## config.mk

```make
export PLATFORM = sky130hd
export DESIGN_NAME = ps_avalon_tx_ari_bridge_flat
export DESIGN_NICKNAME = d
export VERILOG_FILES = /design/src/rtl/ps_avalon_tx_ari_bridge_if.sv /design/src/rtl/ps_avalon_tx_ari_bridge.sv /design/src/flat_wrapper.sv
export SDC_FILE = /design/constraint.sdc
export NUM_CORES = 1
export LEC_CHECK = 0
export ABC_AREA = 1
export CAP_MARGIN = 20
export CORE_UTILIZATION = 49
export CTS_BUF_LIST = sky130_fd_sc_hd__clkbuf_4
export CTS_CLUSTER_SIZE = 14
export DETAILED_ROUTE_END_ITERATION = 8
export PLACE_DENSITY_LB_ADDON = 0.12
export REMOVE_ABC_BUFFERS = 1
export SYNTH_ARGS = -nofsm -noshare
export SYNTH_HDL_FRONTEND = slang
export SYNTH_SLANG_ARGS = --single-unit
```

## constraint.sdc

```tcl
create_clock -name i_clk -period 6.9 [get_ports i_clk]
set_input_delay 1.38 -clock i_clk [delete_from_list [all_inputs] [get_ports i_clk]]
set_output_delay 1.38 -clock i_clk [all_outputs]
set_load 0.05 [all_outputs]
```

## src/rtl/ps_avalon_tx_ari_bridge_if.sv

```systemverilog
// Stream bundle between the SGDMA TX Avalon-ST source and the MTL ARI sink.
// The slave modport is the bridge's view; the master modport is the environment's.
interface ps_avalon_tx_ari_bridge_if #(
  parameter int DATA_W = 32
);
  localparam int BYTES   = DATA_W / 8;
  localparam int EMPTY_W = $clog2(BYTES);

  // Avalon-ST side
  logic [DATA_W-1:0]  st_data;
  logic               st_valid;
  logic               st_ready;
  logic               st_sop;
  logic               st_eop;
  logic [EMPTY_W-1:0] st_empty;

  // MTL ARI side
  logic               ari_val;
  logic               ari_sof;
  logic               ari_eof;
  logic [BYTES-1:0]   ari_be;
  logic [DATA_W-1:0]  ari_data;
  logic               ari_ack;

  modport slave (
    input  st_data, st_valid, st_sop, st_eop, st_empty, ari_ack,
    output st_ready, ari_val, ari_sof, ari_eof, ari_be, ari_data
  );

  modport master (
    output st_data, st_valid, st_sop, st_eop, st_empty, ari_ack,
    input  st_ready, ari_val, ari_sof, ari_eof, ari_be, ari_data
  );
endinterface

```

## src/rtl/ps_avalon_tx_ari_bridge.sv

```systemverilog
// Avalon-ST (SGDMA TX) to GMAC MTL ARI bridge: strips the length header beat,
// forwards payload through one output register and checks payload length.
module ps_avalon_tx_ari_bridge #(
  parameter int DATA_W = 32,
  parameter int LEN_W  = 15,
  parameter int CNT_W  = 16
) (
  input  logic                     i_clk,
  input  logic                     i_rst,
  ps_avalon_tx_ari_bridge_if.slave bus,
  output logic [LEN_W-1:0]         o_ari_frame_len,
  output logic                     o_ari_frame_len_val,
  output logic                     o_len_err,
  output logic [CNT_W-1:0]         o_err_cnt,
  output logic [CNT_W-1:0]         o_drop_cnt
);
  localparam int BYTES   = DATA_W / 8;
  localparam int EMPTY_W = $clog2(BYTES);

  typedef enum logic [1:0] {
    ST_IDLE = 2'd0,
    ST_SOF  = 2'd1,
    ST_DATA = 2'd2
  } state_t;

  state_t state_reg, state_next;

  logic               ari_val_reg;
  logic               ari_sof_reg;
  logic               ari_eof_reg;
  logic [BYTES-1:0]   ari_be_reg;
  logic [DATA_W-1:0]  ari_data_reg;
  logic [LEN_W-1:0]   frame_len_reg;
  logic               frame_len_val_reg;
  logic [LEN_W:0]     byte_cnt_reg;
  logic               len_err_reg;
  logic [CNT_W-1:0]   err_cnt_reg;
  logic [CNT_W-1:0]   drop_cnt_reg;

  logic               ld;
  logic               st_ready;
  logic               accept;
  logic               hdr_acc;
  logic               hdr_only;
  logic               drop_acc;
  logic               pay_acc;
  logic [EMPTY_W-1:0] empty_clamped;
  logic [EMPTY_W:0]   last_bytes;
  logic [EMPTY_W:0]   beat_bytes;
  logic [BYTES-1:0]   be_eop;
  logic [LEN_W+1:0]   cnt_sum;
  logic [LEN_W:0]     cnt_sat;
  logic               len_mismatch;
  logic               err_evt;

  // Output register may take a new beat when empty or when its beat leaves now.
  assign ld       = ~ari_val_reg | bus.ari_ack;
  assign st_ready = ~i_rst & ((state_reg == ST_IDLE) | ld);
  assign accept   = bus.st_valid & st_ready;

  assign hdr_acc  = accept & (state_reg == ST_IDLE) &  bus.st_sop & ~bus.st_eop;
  assign hdr_only = accept & (state_reg == ST_IDLE) &  bus.st_sop &  bus.st_eop;
  assign drop_acc = accept & (state_reg == ST_IDLE) & ~bus.st_sop;
  assign pay_acc  = accept & (state_reg != ST_IDLE);

  // Compare one bit wider so BYTES == 2**EMPTY_W does not wrap to zero.
  assign empty_clamped = ({1'b0, bus.st_empty} >= (EMPTY_W+1)'(BYTES))
                         ? EMPTY_W'(BYTES - 1) : bus.st_empty;
  assign last_bytes    = (EMPTY_W+1)'(BYTES) - {1'b0, empty_clamped};
  assign beat_bytes    = bus.st_eop ? last_bytes : (EMPTY_W+1)'(BYTES);

  generate
    for (genvar gi = 0; gi < BYTES; gi++) begin : g_be
      assign be_eop[gi] = ((EMPTY_W+1)'(gi) < last_bytes);
    end
  endgenerate

  assign cnt_sum      = {1'b0, byte_cnt_reg} + {{(LEN_W+1-EMPTY_W){1'b0}}, beat_bytes};
  assign cnt_sat      = cnt_sum[LEN_W+1] ? {(LEN_W+1){1'b1}} : cnt_sum[LEN_W:0];
  assign len_mismatch = (cnt_sat != {1'b0, frame_len_reg});
  assign err_evt      = hdr_only
                      | (pay_acc & bus.st_sop)
                      | (pay_acc & bus.st_eop & len_mismatch);

  always_ff @(posedge i_clk) begin
    if (i_rst) begin
      state_reg <= ST_IDLE;
    end else begin
      state_reg <= state_next;
    end
  end

  always_comb begin
    state_next = state_reg;
    case (state_reg)
      ST_IDLE: if (hdr_acc) state_next = ST_SOF;
      ST_SOF:  if (pay_acc) state_next = bus.st_eop ? ST_IDLE : ST_DATA;
      ST_DATA: if (pay_acc && bus.st_eop) state_next = ST_IDLE;
      default: state_next = ST_IDLE;
    endcase
  end

  always_ff @(posedge i_clk) begin
    if (i_rst) begin
      ari_val_reg       <= 1'b0;
      ari_sof_reg       <= 1'b0;
      ari_eof_reg       <= 1'b0;
      ari_be_reg        <= '0;
      ari_data_reg      <= '0;
      frame_len_reg     <= '0;
      frame_len_val_reg <= 1'b0;
      byte_cnt_reg      <= '0;
      len_err_reg       <= 1'b0;
      err_cnt_reg       <= '0;
      drop_cnt_reg      <= '0;
    end else begin
      if (ld) begin
        ari_val_reg <= pay_acc;
        if (pay_acc) begin
          ari_data_reg <= bus.st_data;
          ari_sof_reg  <= (state_reg == ST_SOF);
          ari_eof_reg  <= bus.st_eop;
          ari_be_reg   <= bus.st_eop ? be_eop : {BYTES{1'b1}};
        end
      end

      // A new header wins over the SOF completion of the previous frame.
      if (hdr_acc) begin
        frame_len_reg     <= bus.st_data[LEN_W-1:0];
        frame_len_val_reg <= 1'b1;
        byte_cnt_reg      <= '0;
      end else begin
        if (ari_val_reg && bus.ari_ack && ari_sof_reg) begin
          frame_len_val_reg <= 1'b0;
        end
        if (pay_acc) begin
          byte_cnt_reg <= cnt_sat;
        end
      end

      len_err_reg <= err_evt;
      if (err_evt && !(&err_cnt_reg)) begin
        err_cnt_reg <= err_cnt_reg + CNT_W'(1);
      end
      if (drop_acc && !(&drop_cnt_reg)) begin
        drop_cnt_reg <= drop_cnt_reg + CNT_W'(1);
      end
    end
  end

  assign bus.st_ready        = st_ready;
  assign bus.ari_val         = ari_val_reg;
  assign bus.ari_sof         = ari_sof_reg;
  assign bus.ari_eof         = ari_eof_reg;
  assign bus.ari_be          = ari_be_reg;
  assign bus.ari_data        = ari_data_reg;
  assign o_ari_frame_len     = frame_len_reg;
  assign o_ari_frame_len_val = frame_len_val_reg;
  assign o_len_err           = len_err_reg;
  assign o_err_cnt           = err_cnt_reg;
  assign o_drop_cnt          = drop_cnt_reg;
endmodule

```

## src/flat_wrapper.sv

```systemverilog
// flat-port wrapper written by rule: the top's interface ports become plain ports
module ps_avalon_tx_ari_bridge_flat 
#(
  parameter int DATA_W = 32,
  parameter int LEN_W  = 15,
  parameter int CNT_W  = 16
)
  (i_clk, i_rst, o_ari_frame_len, o_ari_frame_len_val, o_len_err, o_err_cnt, o_drop_cnt, bus_st_data, bus_st_valid, bus_st_sop, bus_st_eop, bus_st_empty, bus_ari_ack, bus_st_ready, bus_ari_val, bus_ari_sof, bus_ari_eof, bus_ari_be, bus_ari_data);
  ps_avalon_tx_ari_bridge_if #(.DATA_W(DATA_W)) bus_i ();
  input  logic i_clk;
  input  logic i_rst;
  output logic [LEN_W-1:0] o_ari_frame_len;
  output logic o_ari_frame_len_val;
  output logic o_len_err;
  output logic [CNT_W-1:0] o_err_cnt;
  output logic [CNT_W-1:0] o_drop_cnt;
  input wire logic [$bits(bus_i.st_data)-1:0] bus_st_data;
  input wire logic [$bits(bus_i.st_valid)-1:0] bus_st_valid;
  input wire logic [$bits(bus_i.st_sop)-1:0] bus_st_sop;
  input wire logic [$bits(bus_i.st_eop)-1:0] bus_st_eop;
  input wire logic [$bits(bus_i.st_empty)-1:0] bus_st_empty;
  input wire logic [$bits(bus_i.ari_ack)-1:0] bus_ari_ack;
  output wire logic [$bits(bus_i.st_ready)-1:0] bus_st_ready;
  output wire logic [$bits(bus_i.ari_val)-1:0] bus_ari_val;
  output wire logic [$bits(bus_i.ari_sof)-1:0] bus_ari_sof;
  output wire logic [$bits(bus_i.ari_eof)-1:0] bus_ari_eof;
  output wire logic [$bits(bus_i.ari_be)-1:0] bus_ari_be;
  output wire logic [$bits(bus_i.ari_data)-1:0] bus_ari_data;
  assign bus_i.st_data = bus_st_data;
  assign bus_i.st_valid = bus_st_valid;
  assign bus_i.st_sop = bus_st_sop;
  assign bus_i.st_eop = bus_st_eop;
  assign bus_i.st_empty = bus_st_empty;
  assign bus_i.ari_ack = bus_ari_ack;
  assign bus_st_ready = bus_i.st_ready;
  assign bus_ari_val = bus_i.ari_val;
  assign bus_ari_sof = bus_i.ari_sof;
  assign bus_ari_eof = bus_i.ari_eof;
  assign bus_ari_be = bus_i.ari_be;
  assign bus_ari_data = bus_i.ari_data;
  ps_avalon_tx_ari_bridge #(.DATA_W(DATA_W), .LEN_W(LEN_W), .CNT_W(CNT_W)) u_core (.i_clk(i_clk), .i_rst(i_rst), .bus(bus_i), .o_ari_frame_len(o_ari_frame_len), .o_ari_frame_len_val(o_ari_frame_len_val), .o_len_err(o_len_err), .o_err_cnt(o_err_cnt), .o_drop_cnt(o_drop_cnt));
endmodule
```

# After elaboration in Yosys (flattened, before gate mapping)
# Index checks and enable logic that the tools add are counted.
[op_classes]
n_eq_ne = 6
n_lt_le_gt_ge = 4
muxes = 10
reduce_logical = 15
add_sub_neg = 4
bitwise = 19
[ops]
columns = ["cell", "count"]
rows = [
  ["$add A16 B1 Y16 const B", 2],
  ["$reduce_and A16 Y1", 2],
  ["$add A16 B3 Y17", 1],
  ["$mux W16", 1],
  ["$ne A16 B15 Y1", 1],
  ["$and A1 B1 Y1", 11],
  ["$mux W2", 4],
  ["$lt A1 B3 Y1 const A", 2],
  ["$lt A2 B3 Y1 const A", 2],
  ["$ne A2 B1 Y1 const B", 3],
  ["$pmux W2 S3", 1],
  ["$logic_and A1 B1 Y1", 5],
  ["$mux W4", 1],
  ["$not A1 Y1", 4],
  ["$or A1 B1 Y1", 4],
  ["$reduce_bool A2 Y1", 2],
  ["$mux W3", 1],
  ["$reduce_and A3 Y1", 1],
  ["$sub A3 B2 Y3 const A", 1],
  ["$eq A2 B1 Y1 const B", 1],
  ["$eq A2 B2 Y1 const B", 1],
  ["$logic_not A1 Y1", 2],
  ["$logic_not A2 Y1", 1],
  ["$mux W1", 2],
  ["2 further kinds", 2],
]
[word_totals]
out_inout_bits = 89
in_bits = 40
ff_bits = 106
word_cells = 70

# Depth between registers and ports, before layout
[logic_depth]
depth_word = 11
depth_mapped = 25
depth_no_buf = 24

# Worst setup path before layout
# OpenSTA, ideal clock, no wires.
[synth_path]
path_kind = "in2reg"
from = "input bus_st_empty[0]"
to = "register u_core.err_cnt_reg[2], in the netlist u_core.o_err_cnt[2]"
path_slack_ps = 3102
required_time_ps = 6791
setup_time_ps = 109
arrival_ps = 3689
n_path_buf = 3
path_stages = 24
cell_sequence = "inv_1 -> ha_1 -> or2_2 -> ha_1 -> buf_4 -> nand2_1 -> nand2_1 -> nand2_2 -> nor2_4 -> nand2_4 -> buf_6 -> nand3_1 -> nand2_1 -> nor2_1 -> nand2_1 -> nor2_1 -> nand3_1 -> nand2_1 -> nand2_2 -> buf_6 -> nand2_1 -> o21ai_1 -> nand2_1 -> inv_1"
[synth_between]
elab_chain_cells = 8
[synth_rtl]
columns = ["item", "line_no", "text"]
rows = [
  ["start, declared", "flat_wrapper.sv:21", "input wire logic [$bits(bus_i.st_empty)-1:0] bus_st_empty;"],
  ["$sub A3 B2 Y3", "ps_avalon_tx_ari_bridge.sv:69", "assign last_bytes = (EMPTY_W+1)'(BYTES) - {1'b0, empty_clamped};"],
  ["$mux W3", "ps_avalon_tx_ari_bridge.sv:70", "assign beat_bytes = bus.st_eop ? last_bytes : (EMPTY_W+1)'(BYTES);"],
  ["net u_core.beat_bytes[2]", "ps_avalon_tx_ari_bridge.sv:49", "logic [EMPTY_W:0] beat_bytes;"],
  ["$add A16 B3 Y17", "ps_avalon_tx_ari_bridge.sv:78", "assign cnt_sum = {1'b0, byte_cnt_reg} + {{(LEN_W+1-EMPTY_W){1'b0}}, beat_bytes};"],
  ["$mux W16", "ps_avalon_tx_ari_bridge.sv:79", "assign cnt_sat = cnt_sum[LEN_W+1] ? {(LEN_W+1){1'b1}} : cnt_sum[LEN_W:0];"],
  ["$ne A16 B15 Y1", "ps_avalon_tx_ari_bridge.sv:80", "assign len_mismatch = (cnt_sat != {1'b0, frame_len_reg});"],
  ["$and A1 B1 Y1", "ps_avalon_tx_ari_bridge.sv:83", "| (pay_acc & bus.st_eop & len_mismatch);"],
  ["$or A1 B1 Y1", "ps_avalon_tx_ari_bridge.sv:83", ""],
  ["$logic_and A1 B1 Y1", "ps_avalon_tx_ari_bridge.sv:142", "if (err_evt && !(&err_cnt_reg)) begin"],
  ["end signal, assigned", "ps_avalon_tx_ari_bridge.sv:143", "err_cnt_reg <= err_cnt_reg + CNT_W'(1);"],
  ["end, declared", "ps_avalon_tx_ari_bridge.sv:37", "logic [CNT_W-1:0] err_cnt_reg;"],
]
# The timed path passes the listed nets, and every way through them passes these cells.
# A chain may end at the register's enable or synchronous reset.

# Final worst setup path
[layout_path]
from = "input bus_st_empty[0]"
to = "register u_core.err_cnt_reg[6], in the netlist u_core.o_err_cnt[6]"
# The elaborated chain is that of the path after synthesis.

==> impl_metrics.yaml <==
timing:
  tightest_slew_ns: 0.9238
  fin_crit_sh: 0.6622
  fmax_mhz: 218.9
  slew_violations: 0
  max_slew_margin: 0.3834
  fin_tns_setup_ns: 0
  rsz0062_at_grt: "false"
  fin_skew_ns: 0.009021
  period_minus_slack_ns: 4.569
  setup_violations: 0
  hold_viol: 0
clock_network:
  cts_max_level: 3
  cts_buffers: 9
  postCtsHoldBufs: 0
  cts.sinks: 106
  cts-root-buf: "clkbuf_4"
  clock_path_buffers: 2
  postCtsSetupBuffers: 0
  cts_tree: "yes"
  cts_resized: 0
  clkLatencyLatePin_ns: 0.47
  clk_pin_slew_ns: 0.16
worst_hold_path:
  whs_endpoint: "u_core.bus.ari_data[6]$_SDFFE_PP0P_"
  hold_depth: 2
  hold_path.class: "reg2reg"
  min_from: "u_core.bus.ari_data[6]$_SDFFE_PP0P_"
synthesis:
  synth_area_sq_um: 5375
  synth_top_area_cell: "dfxtp_1"
  synthDominantCellAreaShare: 0.3948
  ys_seq_area_frac: 0.3948
  ys_warn_count: 0
  synth.avg_cell_area_sq_um: 6.711
  synth_seq_cells: 106
  yosysUniqueCellTypes: 39
  synthCells: 801
  synth.area.top_cells: "dfxtp_1 (39%), nand2_1 (15%), a21oi_1 (7.4%)"
floorplanning:
  num_rows: 37
  initial_core_util: 0.5138
  die_w_microns: 106.7
  dieHeight_microns: 106.7
  dieArea_sq_um: 11390
  core_sq_um: 10460
  io_pins: 129
critical_path:
  cp.required_ns: 7.29
  crit_chain: "clkdlybuf4s50_1, inv_1, ha_1, or2_2, ha_1, nand3_1, nand2_1, nand4_2, nand2_1, nand2_1, nand2_1, nand3_1, nor2_1, nand3_1, nand2_1, nand2_2, nand2_1, nand2_1, nand2_1, nor2_1"
  cpPeakStageDelay_ns: 0.50
  r2r_slack_ns: 3.85
  endpoint_kind: "flip-flop"
  crit_type: "in2reg"
  reg2reg_from: "u_core.byte_cnt_reg[0]$_SDFFE_PP0P_"
  critPathArrivalTime_ns: 4.96
  rr_worst_depth: 18
  cpMostUsedCell: "nand2_1"
  slowest_stage: "clkdlybuf4s50_1"
  crit_fanout: 31
  regToRegEndpoint: "u_core.o_err_cnt[6]$_SDFFE_PP0P_"
  cp_top_family: "simple AND/OR/NAND/NOR gates"
  cp.buffers_inverters: 2
  start_kind: "primary input"
placement:
  numPortBuffers: 128
  place.gp.congestion: 0.9018
  dp_hpwl_mm: 9.844
power_and_ir_drop:
  p_leak_nw: 2.704
  total_power_mw: 1.080
  peakVddDrop_mv: 0.08906
  p_per_area_nw_per_um2: 158.4
finish:
  largest_reg_flops: 32
  antenna_cells: 0
  nFillCells: 985
  area_growth_pct: 26.91
  area.sequential_sq_um: 2122
  drive_above_1_share: 0.05234
  nets: 961
  multiInputGateArea_sq_um: 2705
outcome:
  status: "completed"
global_route:
  grt_pass1_wl_mm: 22.83
  grt_pass1_vias: 4952
  grt_start_max_net_pins: 48
  antenna_found_initial: 0
  grt_overflow: 0
  gr-usage-all-layers: 0.2498
drt:
  drc: 0
  drtIter0Drc: 257
  drt-wirelength-per-cell_microns: 13.16
  wl_mm: 13.86
  vias: 5492
  via_per_inst: 5.216
  final_antenna_net_count: 0
  firstDrtPassIters: 5
job:
  maxCapViolations: 0
[worst reg2reg max path: cells and delay by family, from the launching register on]
kind,cells,cell delay (ns)
adder cells (fa/ha/maj),2,0.71
buffers and inverters,1,0.07
flip-flops,1,0.35
AND/OR/NAND/NOR,15,1.85
[metrics by stage]
stage / hold WS (ns) / instances / utilization / area [sq um] / setup WS (ns)
2_1_floorplan: 0.4641 / 769 / - / 5205 / 2.462
3_3_place_gp: 0.4512 / 1037 / 0.6388 / 6684 / 1.953
3_5_place_dp: 0.4549 / 1037 / 0.6388 / 6684 / 1.850
4_1_cts: 0.4759 / 1053 / 0.6520 / 6822 / 2.376
5_1_grt: 0.4934 / 1053 / 0.6520 / 6822 / 1.944
6_report: 0.4732 / 1053 / 0.6520 / 6822 / 2.331
[Yosys cell counts]
cell type,instances
a21oi_1,79
nand3b_2,1
nand4_2,1
o211a_1,1
a31oi_1,5
ha_1,8
buf_6,4
o21a_1,1
clkbuf_1,20
o211ai_1,2
clkinv_2,1
clkinv_1,2
and2_1,1
nand2_2,9
xnor2_1,3
nand2_1,219
inv_2,4
nand4_1,20
fa_1,1
nor4_1,5
dfxtp_1,106
inv_1,94
nor2_2,2
a211oi_1,11
a31oi_2,1
buf_2,4
buf_4,4
nor3_1,10
nor2_4,3
or2_2,1
nand3_1,58
nand2_4,1
o221a_2,1
o21ai_0,31
o21ai_1,3
xor2_1,1
nand3b_1,5
nor2_1,76
nand3_2,2
[cells in the final DEF (no fill, tap or decap), types with 3 or more instances in the layout]
cell type        instances
a31oi_1                  5
nor2_4                   3
o21ai_0                 31
buf_4                    4
nand3b_1                 5
o21ai_1                  3
clkinv_1                 3
nor3_1                  10
xnor2_1                  3
nor2_1                  76
nor4_1                   5
inv_2                    4
clkbuf_4                11
nand2_1                218
clkdlybuf4s50_1        127
dfxtp_1                106
ha_1                     8
nand3_1                 58
inv_1                   94
a211oi_1                11
a21oi_1                 79
nand4_1                 20
nand2_2                 10
[worst max-delay path by stage]
stage                                                end  slack (ns)            start  cells after the start
finish                  u_core.o_err_cnt[6]$_SDFFE_PP0P_        2.33  bus_st_empty[0]                     20
global route           u_core.o_err_cnt[11]$_SDFFE_PP0P_        1.94  bus_st_empty[0]                     20
CTS                     u_core.o_err_cnt[6]$_SDFFE_PP0P_        2.38  bus_st_empty[0]                     20
detailed placement      u_core.o_err_cnt[6]$_SDFFE_PP0P_        1.85  bus_st_empty[0]                     20
global placement        u_core.o_err_cnt[6]$_SDFFE_PP0P_        1.95  bus_st_empty[0]                     20
floorplan           u_core.byte_cnt_reg[15]$_SDFFE_PP0P_        2.46      bus_ari_ack                      8
[cell families (layout without fill, tap and decap cells)]
group,count (synthesis),in the layout,synth area share
AND/OR/NAND/NOR,414,414,0.3371
adder cells (fa/ha/maj),9,9,0.02235
AO/OA/AOI/OAI,135,135,0.1369
XOR/XNOR,4,4,0.006519
flip-flops,106,106,0.3948
buffers and inverters,133,249,0.1024
[where the power goes]
group | total, mW | switching [mW] | internal, mW
clock network | 0.327 | 0.209 | 0.118
registers | 0.628 | 0.00731 | 0.621
logic | 0.125 | 0.0759 | 0.0494
total | 1.08 | 0.292 | 0.788
[area by class of cell]
class / count / share of cell area
Inverter: 101 / 0.05576
Multi-Input combinational cell: 562 / 0.3966
Sequential cell: 106 / 0.3111
Timing Repair Buffer: 132 / 0.1915
Tap cell: 136 / 0.02494
Clock buffer: 11 / 0.01211
Clock inverter: 5 / 0.008070
[per-layer routing]
metal / track usage / share of wire
met1: 0.3199 / 0.46
met2: 0.4060 / 0.46
met3: 0.05714 / 0.065
met4: 0.09980 / 0.016
met5: 0 / 0
(Power assumes the default switching activity.)
